===== src/rtl/cpu_mc_pkg.sv =====
// Shared opcodes, FSM state encodings and instruction field positions for the multi-cycle core.
// Pure definitions; no timing or flow-control behaviour of its own.
package cpu_mc_pkg;
    localparam int INSTR_W  = 19;
    localparam int NUM_REGS = 8;
    localparam int REG_AW   = 3;

    localparam int OPC_HI = 18;
    localparam int OPC_LO = 14;
    localparam int RD_HI  = 13;
    localparam int RD_LO  = 11;
    localparam int RS1_HI = 10;
    localparam int RS1_LO = 8;
    localparam int RS2_HI = 7;
    localparam int RS2_LO = 5;
    localparam int IMM_HI = 10;
    localparam int TGT_HI = 13;

    localparam logic [4:0] OP_ADD  = 5'b00000;
    localparam logic [4:0] OP_SUB  = 5'b00001;
    localparam logic [4:0] OP_AND  = 5'b00010;
    localparam logic [4:0] OP_OR   = 5'b00011;
    localparam logic [4:0] OP_XOR  = 5'b00100;
    localparam logic [4:0] OP_LDI  = 5'b00101;
    localparam logic [4:0] OP_BEQ  = 5'b10100;
    localparam logic [4:0] OP_BNE  = 5'b10101;
    localparam logic [4:0] OP_JMP  = 5'b10110;
    localparam logic [4:0] OP_HALT = 5'b11111;

    localparam logic [1:0] ST_FETCH = 2'd0;
    localparam logic [1:0] ST_EXEC  = 2'd1;
    localparam logic [1:0] ST_WB    = 2'd2;
    localparam logic [1:0] ST_HALT  = 2'd3;

    typedef struct packed {
        logic [4:0]        opc;
        logic [REG_AW-1:0] rd;
        logic [REG_AW-1:0] rs1;
        logic [REG_AW-1:0] rs2;
        logic [IMM_HI:0]   imm;
        logic [TGT_HI:0]   tgt;
    } instr_t;

    function automatic instr_t decode(input logic [INSTR_W-1:0] ir);
        instr_t d;
        d.opc = ir[OPC_HI:OPC_LO];
        d.rd  = ir[RD_HI:RD_LO];
        d.rs1 = ir[RS1_HI:RS1_LO];
        d.rs2 = ir[RS2_HI:RS2_LO];
        d.imm = ir[IMM_HI:0];
        d.tgt = ir[TGT_HI:0];
        return d;
    endfunction

    // ALU and LDI are the only opcodes that take the WB cycle.
    function automatic logic is_wb_op(input logic [4:0] opc);
        return (opc <= OP_LDI);
    endfunction
endpackage


===== src/rtl/cpu_mc_regfile.sv =====
// Eight-entry register file: two combinational reads, one synchronous write.
// Write lands on the clock edge; reads reflect state immediately, no stall path.
module cpu_mc_regfile
    import cpu_mc_pkg::*;
#(
    parameter int DATA_W = 19
) (
    input  logic              clk,
    input  logic              reset,
    input  logic              we,
    input  logic [REG_AW-1:0] waddr,
    input  logic [DATA_W-1:0] wdata,
    input  logic [REG_AW-1:0] raddr1,
    input  logic [REG_AW-1:0] raddr2,
    output logic [DATA_W-1:0] rdata1,
    output logic [DATA_W-1:0] rdata2
);
    logic [DATA_W-1:0] regs [NUM_REGS];

    always_ff @(posedge clk or posedge reset) begin
        if (reset) begin
            for (int i = 0; i < NUM_REGS; i++) regs[i] <= '0;
        end else if (we) begin
            regs[waddr] <= wdata;
        end
    end

    assign rdata1 = regs[raddr1];
    assign rdata2 = regs[raddr2];
endmodule


===== src/rtl/cpu_mc_core.sv =====
// Multi-cycle FETCH/EXEC/WB core: ALU/LDI retire in 3 cycles, branch/JMP/NOP/HALT in 2.
// Fetch holds request and address stable until imem_ack arrives.
module cpu_mc_core
    import cpu_mc_pkg::*;
#(
    parameter int DATA_W = 19,
    parameter int PC_W   = 14
) (
    input  logic               clk,
    input  logic               reset,
    output logic               imem_req,
    output logic [PC_W-1:0]    imem_addr,
    input  logic               imem_ack,
    input  logic [INSTR_W-1:0] imem_data,
    output logic [DATA_W-1:0]  result,
    output logic               zero,
    output logic               negative,
    output logic               retire,
    output logic               halted
);
    logic [1:0]         state;
    logic [PC_W-1:0]    pc;
    logic [PC_W-1:0]    pc_inc;
    logic [PC_W-1:0]    tgt;
    logic [INSTR_W-1:0] ir;
    instr_t             d;
    logic [DATA_W-1:0]  alu_q;
    logic [DATA_W-1:0]  alu_val;
    logic [DATA_W-1:0]  rdata1;
    logic [DATA_W-1:0]  rdata2;

    assign d      = decode(ir);
    assign pc_inc = pc + PC_W'(1);
    assign tgt    = d.tgt[PC_W-1:0];

    cpu_mc_regfile #(.DATA_W(DATA_W)) u_regfile (
        .clk    (clk),
        .reset  (reset),
        .we     (state == ST_WB),
        .waddr  (d.rd),
        .wdata  (alu_q),
        .raddr1 (d.rs1),
        .raddr2 (d.rs2),
        .rdata1 (rdata1),
        .rdata2 (rdata2)
    );

    always_comb begin
        alu_val = '0;
        case (d.opc)
            OP_ADD:  alu_val = rdata1 + rdata2;
            OP_SUB:  alu_val = rdata1 - rdata2;
            OP_AND:  alu_val = rdata1 & rdata2;
            OP_OR:   alu_val = rdata1 | rdata2;
            OP_XOR:  alu_val = rdata1 ^ rdata2;
            OP_LDI:  alu_val = DATA_W'(d.imm);
            default: alu_val = '0;
        endcase
    end

    always_ff @(posedge clk or posedge reset) begin
        if (reset) begin
            state    <= ST_FETCH;
            pc       <= '0;
            ir       <= '0;
            alu_q    <= '0;
            result   <= '0;
            zero     <= 1'b0;
            negative <= 1'b0;
        end else begin
            case (state)
                ST_FETCH: begin
                    if (imem_ack) begin
                        ir    <= imem_data;
                        state <= ST_EXEC;
                    end
                end
                ST_EXEC: begin
                    if (is_wb_op(d.opc)) begin
                        alu_q <= alu_val;
                        state <= ST_WB;
                    end else begin
                        // Flow control resolves here using flags from the last writeback.
                        case (d.opc)
                            OP_BEQ:  pc <= zero ? tgt : pc_inc;
                            OP_BNE:  pc <= zero ? pc_inc : tgt;
                            OP_JMP:  pc <= tgt;
                            OP_HALT: pc <= pc;
                            default: pc <= pc_inc;
                        endcase
                        state <= (d.opc == OP_HALT) ? ST_HALT : ST_FETCH;
                    end
                end
                ST_WB: begin
                    result   <= alu_q;
                    zero     <= (alu_q == '0);
                    negative <= alu_q[DATA_W-1];
                    pc       <= pc_inc;
                    state    <= ST_FETCH;
                end
                ST_HALT: state <= ST_HALT;
                default: state <= ST_FETCH;
            endcase
        end
    end

    assign imem_req  = (state == ST_FETCH);
    assign imem_addr = pc;
    assign retire    = (state == ST_WB) || ((state == ST_EXEC) && !is_wb_op(d.opc));
    assign halted    = (state == ST_HALT);
endmodule


===== config.mk =====
export PLATFORM = sky130hd
export DESIGN_NAME = cpu_mc_core
export DESIGN_NICKNAME = d
export VERILOG_FILES = /design/src/rtl/cpu_mc_pkg.sv /design/src/rtl/cpu_mc_regfile.sv /design/src/rtl/cpu_mc_core.sv
export SDC_FILE = /design/constraint.sdc
export NUM_CORES = 1
export LEC_CHECK = 0
export BUFFER_PORTS_ARGS = -buffer_cell sky130_fd_sc_hd__buf_4
export CORE_MARGIN = 1
export CORE_UTILIZATION = 49
export CTS_CLUSTER_DIAMETER = 40
export CTS_CLUSTER_SIZE = 8
export DETAILED_ROUTE_END_ITERATION = 10
export PLACE_DENSITY_LB_ADDON = 0.3
export SKIP_CTS_REPAIR_TIMING = 1
export SLEW_MARGIN = 20
export SYNTH_ARGS = -nofsm -noshare
export SYNTH_HDL_FRONTEND = slang
export SYNTH_SLANG_ARGS = --single-unit

===== constraint.sdc =====
create_clock -name clk -period 21.2 [get_ports clk]
set_input_delay 2.12 -clock clk [delete_from_list [all_inputs] [get_ports clk]]
set_output_delay 2.12 -clock clk [all_outputs]
set_load 0.02 [all_outputs]

==> metrics list, run 1 <==
* Biggest cell delay along the critical path: 0.83 ns
* Starting DRC count in detailed routing: 594
* Area of the multi-input gates: 7300 sq um
* Proportion of synthesized flip-flops having asynchronous set or reset: 100.0%
* Starting density of the core: 49.96%
* Unique cell type count in the Yosys netlist: 60
- After global routing the overflow that remains totals 0.
- Measured against its own limit, the worst slew margin works out to 31.59%.
- Placer Congestion: 0.9852
- Pin count of the biggest net entering global routing: 92
* Syn_nets: 1212
* Endpoint of the worst register-to-register path: alu_q[17]
- Across all layers, the routed design uses 9257 vias.
- Syn avg cell area: 11.91 sq um
- Fraction of final layout cells sized beyond drive strength 1: 35.55%
- Clock-pin slew was measured on the worst setup and hold paths at 0.05 ns.
- The initial antenna violation count is 1.
- Path type of the worst min-delay path: reg2reg
* Final sum of negative setup slack: 0 ns
- In this run the vertical extent of the chip is 167.8 microns.
* Required time worst endpoint: 21.57 ns
- Leading cell types in the layout, fill and taps excluded: 221 x dfrtp_1, 172 x mux2_2, 100 x nand2_1, 81 x buf_4, 76 x mux4_2
- Hold path endpoint: result[2]
- Combinational logic is responsible for 50.6% of the overall power.
- The die is 167.8 microns wide.
* Avg WL per Cell: 21.17 microns
- CP max-delay cell: dfrtp_2
- CP Capture Type: register
* Achievable Freq: 187.7 MHz
- The net count of the finished layout is 1248.
- Unrepaired setup endpoints after global routing: no
* Proportion of total power due to net switching: 41.44%
* Worst-path cell chain: buf_4, mux4_2, mux2i_2, ha_1, nand4_1, o21ai_1, xnor2_1, ha_1, o21ai_1, a21oi_1, a221oi_1, a21oi_1, a221o_1, a31oi_1, mux2i_1, o211ai_1
* Clock sink count: 226
- Leakage power summed over all cells: 7.443 nW
- For this design the ratio of total power to cell area is 178.9 nW/um^2.
* Clock insertion delay at the later pin of the skew report: 0.52 ns
- Leaving out fill and tap cells, the most frequent cell in the layout is dfrtp_1.
- Setup Skew: 0.02467 ns
- Setup violations remaining at the end of the flow were counted as 0.
- Root cell of the clock tree: clkbuf_16
- Row count: 60
- Fraction of the cycle the final worst path needs: 25.12%
- Worst reg-to-reg setup slack: 15.87 ns
- The core region is 26950 sq um.
- Reg-to-reg critical path startpoint: ir[5]
- Filler Cells Inserted: 2178
* Main synth FF type: dfrtp_1
- Sequential cells account for 27.9% of the total power.
- Final total power: 2.761 mW
- Synthesis inferred 226 register bits.
- Counting cells, the worst reg-to-reg path comes to 16.
* Yosys warning count: 0
- Number of top-level pins: 60
- Arrival time at the worst endpoint: 5.70 ns
- TritonCTS built the clock tree.
- Counting instances, the worst hold path has a depth of 2.
- Buffers inserted during clock tree synthesis total 39.
- The critical path is of the reg2reg type.
* Wire length of the first global-routing pass: 53010 microns
- Number of slew-limit violations in the final report: 0
* Routed vias/inst: 6.058
- Internal power consumption: 1.617 mW
- Diodes inserted: 0
* Final number of hold-violating endpoints: 0
- CP max FO: 22
- The clock passes through at most 3 buffers.
- For this design the total switching power over the nets is 1.144 mW.
* Area added between synthesis and finish: 14.59%
- The startpoint identified for the worst hold timing path is result[2].
- Transition time at the pin with the least slew margin: 1.022 ns
- # H-tree levels: 2
- Worst voltage drop across the vdd grid: 0.1005 mV
* Seq. cell area: 5662 sq um
- Synthesis produced a netlist whose cell count is 1131.
* Clock network fraction of total power: 21.5%
- Clock period minus worst slack: 5.326 ns
* Quantity of I/O buffers inserted on ports: 59
- Wire length reported by the detailed router: 32350 microns
* Vias in the first global route: 9584
- Count of flip-flops with a built-in enable after synthesis: 0
- Cell Area, Synth: 13470 sq um
- The flow ran to the end, and the final reports show no timing, DRC or antenna violations.
* Detailed-routing iteration count for the pre-antenna-repair pass: 4
- Summed over all nets, the half-perimeter wirelength after detailed placement is 21180 microns.
- Max Cap Violations: 0
* Kind of launch point of the worst setup path: register
* GRT Overall Usage: 24.02%
- For this run, the register share of the synthesized area comes to 42.00%.
- Once detail routing completed, the nets flagged for antenna violations numbered 0.
* DRC violations left: 0
- The die covers 28150 sq um.
==> metrics by stage <==
step	hold WS [ns]	utilization [%]	std cells	setup slack, ns	area (sq um)
floorplan	0.4866	-	1131	12.89	13470
global placement	0.4614	52.60	1467	16.03	14180
detailed placement	0.4644	52.60	1467	15.89	14180
CTS	0.4761	57.21	1528	15.86	15420
global route	0.4921	57.25	1528	15.43	15430
finish	0.4695	57.25	1528	15.87	15430
==> cell type report <==
type | count | share of cell area [%]
Sequential cell | 226 | 36.69
Inverter | 49 | 1.241
Timing Repair Buffer | 81 | 3.941
Clock buffer | 52 | 7.298
Multi-Input combinational cell | 770 | 47.31
Clock inverter | 9 | 0.7541
Tap cell | 341 | 2.765
==> power by group through the flow <==
| stage | sequential, mW | clock (mW) | combinational, mW |
|---|---|---|---|
| after floorplan | 0.678 | 0 | 1.14 |
| after global placement | 0.764 | 0 | 1.36 |
| after detailed placement | 0.771 | 0 | 1.39 |
| after CTS | 0.767 | 0.604 | 1.40 |
| after global routing | 0.797 | 0.625 | 1.53 |
| final | 0.769 | 0.594 | 1.40 |
==> state kept, by name, indices dropped and copies added (netlist names) <==
register        cells
alu_q              19
imem_addr          14
ir                 19
result             19
state               2
u_regfile.regs    152
zero                1
==> cell families (layout without fill, tap and decap cells) <==
logic type / after synthesis / in the layout / share of synthesized area (%)
adder cells (fa/ha/maj): 59 / 59 / 5.538
AND/OR/NAND/NOR: 226 / 226 / 7.657
multiplexers: 295 / 295 / 31.31
AO/OA/AOI/OAI: 156 / 156 / 7.173
flip-flops: 226 / 226 / 42.00
buffers and inverters: 135 / 191 / 4.107
XOR/XNOR: 34 / 34 / 2.212
==> worst max-delay path by stage <==
stage                      from         to  slack (ns)  depth (start not counted)
final                     ir[5]  alu_q[17]       15.87                         16
after CTS                 ir[5]  alu_q[17]       15.86                         16
after global placement    ir[5]  alu_q[17]       16.03                         16
after detailed placement  ir[5]  alu_q[17]       15.89                         16
after global routing      ir[5]  alu_q[18]       15.43                         18
after floorplan           reset   alu_q[0]       12.89                          1
==> synthesized netlist by cell type (all sizes together) (3+ instances only) <==
master / n / share of area [%]
dfrtp: 226 / 42
a31oi: 7 / 0.33
mux2i: 47 / 4.2
nor4: 7 / 0.44
mux2: 172 / 14
o221ai: 5 / 0.33
a21oi: 47 / 1.7
a221oi: 9 / 0.63
xnor2: 27 / 1.8
nand4: 3 / 0.14
nor2: 54 / 1.5
nand2b: 4 / 0.19
nor2b: 3 / 0.14
nor3: 7 / 0.26
inv: 49 / 1.4
o211ai: 3 / 0.17
o21ai: 44 / 1.6
o21a: 4 / 0.22
and2: 3 / 0.14
a21o: 6 / 0.33
xor2: 7 / 0.46
buf: 22 / 0.96
and3: 7 / 0.33
nand3: 24 / 0.97
nand2: 100 / 2.8
ha: 58 / 5.4
mux4: 76 / 13
o22ai: 9 / 0.42
or3: 3 / 0.14
clkbuf: 64 / 1.8
a22oi: 8 / 0.45
==> worst max-delay path, delay by kind of cell (launching register included) <==
family	cells	cell delay, ns
AO/OA/AOI/OAI	8	1.76
multiplexers	3	1.11
flip-flops	1	0.83
adder cells (fa/ha/maj)	2	0.55
buffers and inverters	1	0.52
AND/OR/NAND/NOR	1	0.25
XOR/XNOR	1	0.14
==> layer usage <==
metal,routed length [microns],vias up,track usage (%)
met4,844,2,7.579
met2,15700,227,39.73
met5,12,-,0
li1,-,4208,-
met1,14420,4760,32.42
met3,1375,60,4.090
Power figures use the tool's default switching activity.
==> run 2, diff against run 1 <==
--- a/config.mk
+++ b/config.mk
@@ -5,6 +5,7 @@
 export SDC_FILE = /design/constraint.sdc
 export NUM_CORES = 1
 export LEC_CHECK = 0
+export ABC_AREA = 1
 export BUFFER_PORTS_ARGS = -buffer_cell sky130_fd_sc_hd__buf_4
 export CORE_MARGIN = 1
 export CORE_UTILIZATION = 49
==> constraint.sdc (replaced) <==
create_clock -name clk -period 4.3 [get_ports clk]
set_input_delay 0.43 -clock clk [delete_from_list [all_inputs] [get_ports clk]]
set_output_delay 0.43 -clock clk [all_outputs]
set_load 0.02 [all_outputs]
==> metrics list, run 2 <==
* Count of flip-flops with a built-in enable after synthesis: 0
- Overall power consumption after layout is estimated at 15.91 mW.
- Among all flip-flop cells after synthesis, the most frequent one is dfrtp_1.
- Portion of total power attributed to sequential cells: 22.5%
- Across the run, the number of max-cap violations was 0.
- Dividing the detail-routed via count by the number of cells gives 5.681.
* Detailed-routing iteration count for the pre-antenna-repair pass: 6
* GRT Overall Usage: 31.03%
- Achievable Freq: 248.1 MHz
- Biggest register: u_regfile.regs
- Entering global routing, the biggest net connects 117 pins.
- The finished cells cover 16230 sq um.
* Number of vias in the routed layout: 13630
- The run finished with clean final reports.
- Wire length reported by the detailed router: 44330 microns
- Leading cell types in the layout, fill and taps excluded: 481 x nand2_1, 333 x o21ai_0, 223 x dfrtp_1, 218 x inv_1, 144 x nor2_1
- Synthesis produced a netlist whose cell count is 1963.
- Power density over the cells: 980.2 nW/um^2
- Max FFs per register: 152
* Kind of launch point of the worst setup path: register
- The core region is 28010 sq um.
* WS Path Type: reg2reg
- Summing the sequential cell areas from Yosys gives 40.22% of the chip area.
- Dividing the final minimum period by the clock period gives 93.74%.
- Top cells by area, synth: dfrtp_1 40%, nand2_1 13%, o21ai_0 12%
- Most common cell after layout, fill and taps aside: nand2_1
- Path type of the worst min-delay path: in2async
- Compared with the post-synthesis result, the final layout area differs by 15.40%.
* DRC violations left: 0
- Averaged over all synthesized cells, the footprint is 7.164 sq um.
- Biggest cell delay along the critical path: 0.56 ns
- Met3 track demand over resource in global routing: 4.832%
- Fraction of final layout cells sized beyond drive strength 1: 10.74%
* Antenna Nets Post-Route: 0
- At the later pin of the worst-skew pair, clock insertion delay measures 0.54 ns.
* Die Height: 171.4 microns
- Most frequent cell after synthesis: nand2_1
- Total CTS buffers: 43
- CP max-delay cell: dfrtp_4
- Dpl cells: 2330
- Highest-utilization routing layer at the global route stage: met2
- The wire-length estimate of the detail-placed layout is 29000 microns.
- Layout Nets: 2078
* CP max FO: 19
- Die ar.: 29380 sq um
- Global route total overflow: 0
- GR Layer Usage met2: 49.20%
- STA classifies the critical path endpoint as a register.
- TritonCTS clock tree: done
- Summing all placed instances gives a cell area of 14880 sq um.
* Unrepaired setup endpoints after global routing: no
* Unique cell type count in the Yosys netlist: 50
* Diodes inserted: 0
* Proportion of synthesized flip-flops having asynchronous set or reset: 100.0%
- Leaving out filler cells and counting taps, the final layout contains 2399.
- After synthesis the cells add up to 14060 sq um.
- Clock-pin slew was measured on the worst setup and hold paths at 0.05 ns.
- For met1 alone, demand over resource in global routing was 42.78%.
- No sink is reached through more buffers than the 3 on the longest clock path.
* Portion of synthesized cell area occupied by the leading cell type: 40.22%
- Row generation in the floorplan step produced 61 rows.
- The synthesized design contains 226 register bits.
- Tightest hold margin: 0.09555 ns
* Final number of hold-violating endpoints: 0
- Net Sw Power: 7.909 mW
- Setup Skew: 0.02048 ns
- The signal on the critical path passes through inv_6, buf_4, nand2_1, nand3_1, nand3_1, nand2_1, inv_1, nor2_1, nand2_1, o21ai_2, nand2_2, xor2_1, ha_1, a21oi_1, o21a_1, nand2_1, a21oi_1, o21bai_1, nand2_1, nand2_1, nand2_1, nand3_1, a22oi_1.
- Width of the chip: 171.4 microns
- Net switching is 49.72% of the power.
- Starting density of the core: 50.20%
- The internal power of the cells totals 7.999 mW.
- In this run the tightest slew margin relative to its limit is 36.01%.
* Syn_nets: 2044
- Placer Congestion: 0.9663
- The number of global-route vias before repair was 12910.
- Worst voltage drop across the vdd grid: 0.6686 mV
* Initial antenna violation count: 1
- Arrival time at the worst endpoint: 4.46 ns
* Worst reg-to-reg setup slack: 0.27 ns
* Share of total power in combinational logic: 57.7%
- The first global-routing pass estimated 70170 microns of wire.
* Starting DRC count in detailed routing: 1370
* Clock sink count: 226
- Number of top-level pins: 60
* Quantity of I/O buffers inserted on ports: 59
* Leakage power summed over all cells: 7.771 nW
- For the pin with the worst max-slew slack, the measured transition is 0.9567 ns.
* Clock network fraction of total power: 19.8%
- For the final routed database, the setup TNS stands at 0 ns.
- In the final routed layout, each cell accounts on average for 18.48 microns.
- The cell sitting at the root of the clock tree is a clkbuf_16.
* Yosys warning count: 0
- Cell types with the highest counts after synthesis: 481 x nand2_1, 333 x o21ai_0, 226 x dfrtp_1
* Number of slew-limit violations in the final report: 0
- Cell type with the highest aggregate area in the netlist: dfrtp_1
- Clock period minus worst slack: 4.031 ns
- Count of endpoints failing setup in the final report: 0
* # H-tree levels: 2
- The cell that appears most often on the critical path is nand2_1.
- STA puts the critical path data required time at 4.73 ns.
==> run 2: per-stage QoR <==
step / setup WS, ns / util (%)
after global placement: 0.3844 / 53.12
final: 0.2691 / 57.94
after CTS: 0.2981 / 57.90
after detailed placement: 0.3001 / 53.12
after floorplan: 0.7554 / -
after global routing: 0.01772 / 57.94
==> run 2: power by group through the flow <==
stage                     combinational [mW]  clock, mW  sequential (mW)
after floorplan                         6.36          0             3.50
after global placement                  8.79          0             3.55
after detailed placement                8.92          0             3.57
after CTS                               8.98       3.19             3.55
after global routing                    10.3       3.29             3.67
final                                   9.18       3.15             3.57
==> run 2: worst max-delay path: cells and delay by family (launching register included) <==
family / cells / cell delay, ns
buffers and inverters: 3 / 0.50
DFF: 1 / 0.56
AOI/OAI and AO/OA: 6 / 1.21
adders and majority gates: 1 / 0.37
xor gates and xnor gates: 1 / 0.16
and+or+nand+nor: 12 / 1.13
==> run 2: worst paths after layout <==
kind / start / endpoint / cells past startpoint
worst max-delay path: ir[5] / alu_q[16] / 23
worst min-delay path: reset / u_regfile.regs[10] / 3
worst max register to register: ir[5] / alu_q[16] / 23
worst min register to register: u_regfile.regs[129] / u_regfile.regs[129] / 2
max in group asynchronous: reset / ir[5] / 3
min in group clk: imem_data[17] / ir[17] / 2
==> run 2: cell families after synthesis <==
logic type      synth area share (%)
compound gates                 21.35
xor+xnor                      0.9343
fa+ha+maj                      5.303
buf+inv                        10.09
flops                          40.22
mux                           0.4804
simple gates                   21.62
==> run 2: area by class of cell <==
| type | instances | area [sq um] |
|---|---|---|
| timing repair buffer | 99 | 843.3 |
| clock inverter | 20 | 209.0 |
| multi-input combinational | 1389 | 7009 |
| tap | 378 | 473.0 |
| sequential | 226 | 5662 |
| inverter | 238 | 902.1 |
| fill | 2568 | 11780 |
| clock buffer | 49 | 1130 |
==> run 2: per-layer routing <==
metal / routed length [microns] / part of all wire [%]
met1: 19000 / 43
met2: 20050 / 45
met3: 3749 / 8.5
met4: 1506 / 3.4
met5: 13 / 0.029
==> run 3, diff against run 2 <==
--- a/config.mk
+++ b/config.mk
@@ -6,12 +6,13 @@
 export NUM_CORES = 1
 export LEC_CHECK = 0
 export ABC_AREA = 1
-export BUFFER_PORTS_ARGS = -buffer_cell sky130_fd_sc_hd__buf_4
 export CORE_MARGIN = 1
 export CORE_UTILIZATION = 49
 export CTS_CLUSTER_DIAMETER = 40
 export CTS_CLUSTER_SIZE = 8
 export DETAILED_ROUTE_END_ITERATION = 10
+export DONT_BUFFER_PORTS = 1
+export GPL_TIMING_DRIVEN = 0
 export PLACE_DENSITY_LB_ADDON = 0.3
 export SKIP_CTS_REPAIR_TIMING = 1
 export SLEW_MARGIN = 20
==> metrics list, run 3 (synthesis results as in run 2) <==
- Measured along the y axis, the die boundary spans 171.4 microns.
- Summed over all nets, the half-perimeter wirelength after detailed placement is 41270 microns.
- The final number of hold-violating endpoints was 0.
* Path type of the worst min-delay path: in2reg
- For the worst setup path, the data arrival time is 4.60 ns.
- Routability-driven placement finished with a final weighted congestion of 0.9831.
- Port buffering added 0 buffers.
* Routed vias/inst: 6.067
- Pin count of the biggest net entering global routing: 34
- The floorplan step defined a die boundary enclosing 29380 sq um.
- Max FFs per register: 152
- GRT Overall Usage: 39.16%
* Dominant delay contributor by cell family on the critical path: buffers and inverters
- Transition time at the pin with the least slew margin: 1.074 ns
- Data on the critical path is required at its endpoint by 4.75 ns.
* Most common cell after layout, fill and taps aside: nand2_1
- Vias in the first global route: 13740
* Row count: 61
* Wire length reported by the detailed router: 56190 microns
* Root cell of the clock tree: clkbuf_16
- Dpl cells: 2349
- The final layout contains 2095 nets.
- CP max-delay cell: clkbuf_1
- In the final routed layout, each cell accounts on average for 23.28 microns.
- The tool flagged a number of max-cap violations equal to 0.
* Worst-path cell chain: inv_1, clkbuf_1, clkbuf_1, nand2_1, o21ai_0, inv_1, ha_1, fa_1, o21bai_1, nand2_1, o21ai_0, or2_2, nand3_1, a22oi_1
- Run status: complete, no violations
- Detailed-routing iteration count for the pre-antenna-repair pass: 6
- The initial antenna violation count came to 2.
* Starting density of the core: 50.20%
- CP max FO: 10
- Number of vias in the routed layout: 14650
- Clock sink count: 226
- Leading cell types in the layout, fill and taps excluded: 480 x nand2_1, 323 x o21ai_0, 225 x dfrtp_1, 219 x inv_1, 142 x nor2_1
- Clock tree synthesis inserted a total of 40 buffers.
- Kind of launch point of the worst setup path: register
* WS Path Type: reg2reg
* Max transition margin: 28.38%
- For this design the top-level I/O count stands at 60.
- Clock period minus worst slack: 4.152 ns
* Setup Skew: 0.02232 ns
* Clock transition at the registers of the reported paths: 0.05 ns
* Antenna Nets Post-Route: 0
- The worst path uses 96.55% of the clock period.
- Derived from the worst setup path, the maximum achievable clock frequency is 240.9 MHz.
- Number of buffers between clock root and the deepest sink: 3
- Non-filler cells in the finished layout: 2414
- The worst setup path is captured at a register.
* Width of the chip: 171.4 microns
- Count of endpoints failing setup in the final report: 0
- Starting DRC count in detailed routing: 1789
* Global route total overflow: 0
- Clock insertion delay at the later pin of the skew report: 0.55 ns
* Area added between synthesis and finish: 14.33%
- TritonCTS built the clock tree.
- Std-Cell Core Area: 28010 sq um
- Wire length of the first global-routing pass: 83850 microns
* Fraction of final layout cells sized beyond drive strength 1: 8.550%
* Biggest cell delay along the critical path: 0.62 ns
- Biggest register: u_regfile.regs
- DRC violations left: 0
- # H-tree levels: 2
- Number of slew-limit violations in the final report: 0
- Worst Path Buf+Inv: 4
run 3: routing by layer:
metal / wire length [microns] / up-vias / global-route usage (%)
met5: 0 / - / 0
met3: 5954 / 193 / 8.399
met1: 22640 / 7043 / 52.68
li1: - / 6547 / -
met2: 24600 / 862 / 58.89
met4: 2993 / 0 / 21.00
run 3: worst register-to-register path, cell delays in order (launching register included):
cell	delay, ns
dfrtp_1	0.40
inv_1	0.11
clkbuf_1	0.62
clkbuf_1	0.58
nand2_1	0.12
o21ai_0	0.28
inv_1	0.15
ha_1	0.26
fa_1	0.48
o21bai_1	0.26
nand2_1	0.10
o21ai_0	0.23
or2_2	0.15
nand3_1	0.13
a22oi_1	0.20
run 3: path summary, 6_finish.rpt:
check	to	startpoint	slack [ns]	cells past startpoint
setup / recovery	alu_q[8]	ir[10]	0.15	14
hold / removal	ir[0]	imem_data[0]	0.04	1
setup reg to reg	alu_q[8]	ir[10]	0.15	14
hold reg to reg	u_regfile.regs[118]	u_regfile.regs[118]	0.48	2
max in group asynchronous	zero	reset	2.70	6
min in group asynchronous	u_regfile.regs[95]	reset	0.43	2
run 3: cell type report:
class | count | area, sq um
fill | 2755 | 11930
tap | 378 | 473.0
clock buffer | 50 | 1069
inverter | 238 | 907.1
clock inverter | 13 | 136.4
timing repair buffer | 10 | 192.7
antenna | 1 | 2.502
sequential | 226 | 5657
buffer | 109 | 550.5
multi-input combinational | 1389 | 7091
run 3: metrics by stage:
step	utilization (%)	hold WS [ns]	setup TNS [ns]	cell area [sq um]	setup WS (ns)
floorplan	-	0.4530	0	14070	0.7554
global placement	51.91	0.4676	-86.01	14540	-0.4073
detailed placement	52.53	0.3805	-1.522	14710	-0.3889
CTS	56.83	-0.1767	-1.653	15920	-0.4035
global route	57.39	0.03903	-0.03407	16080	-0.03407
finish	57.40	0.04187	0	16080	0.1483
Power of run 3 is left out: the tool's default activity adds up to more than one toggle a clock period on the data nets, which glitch-free logic cannot reach.
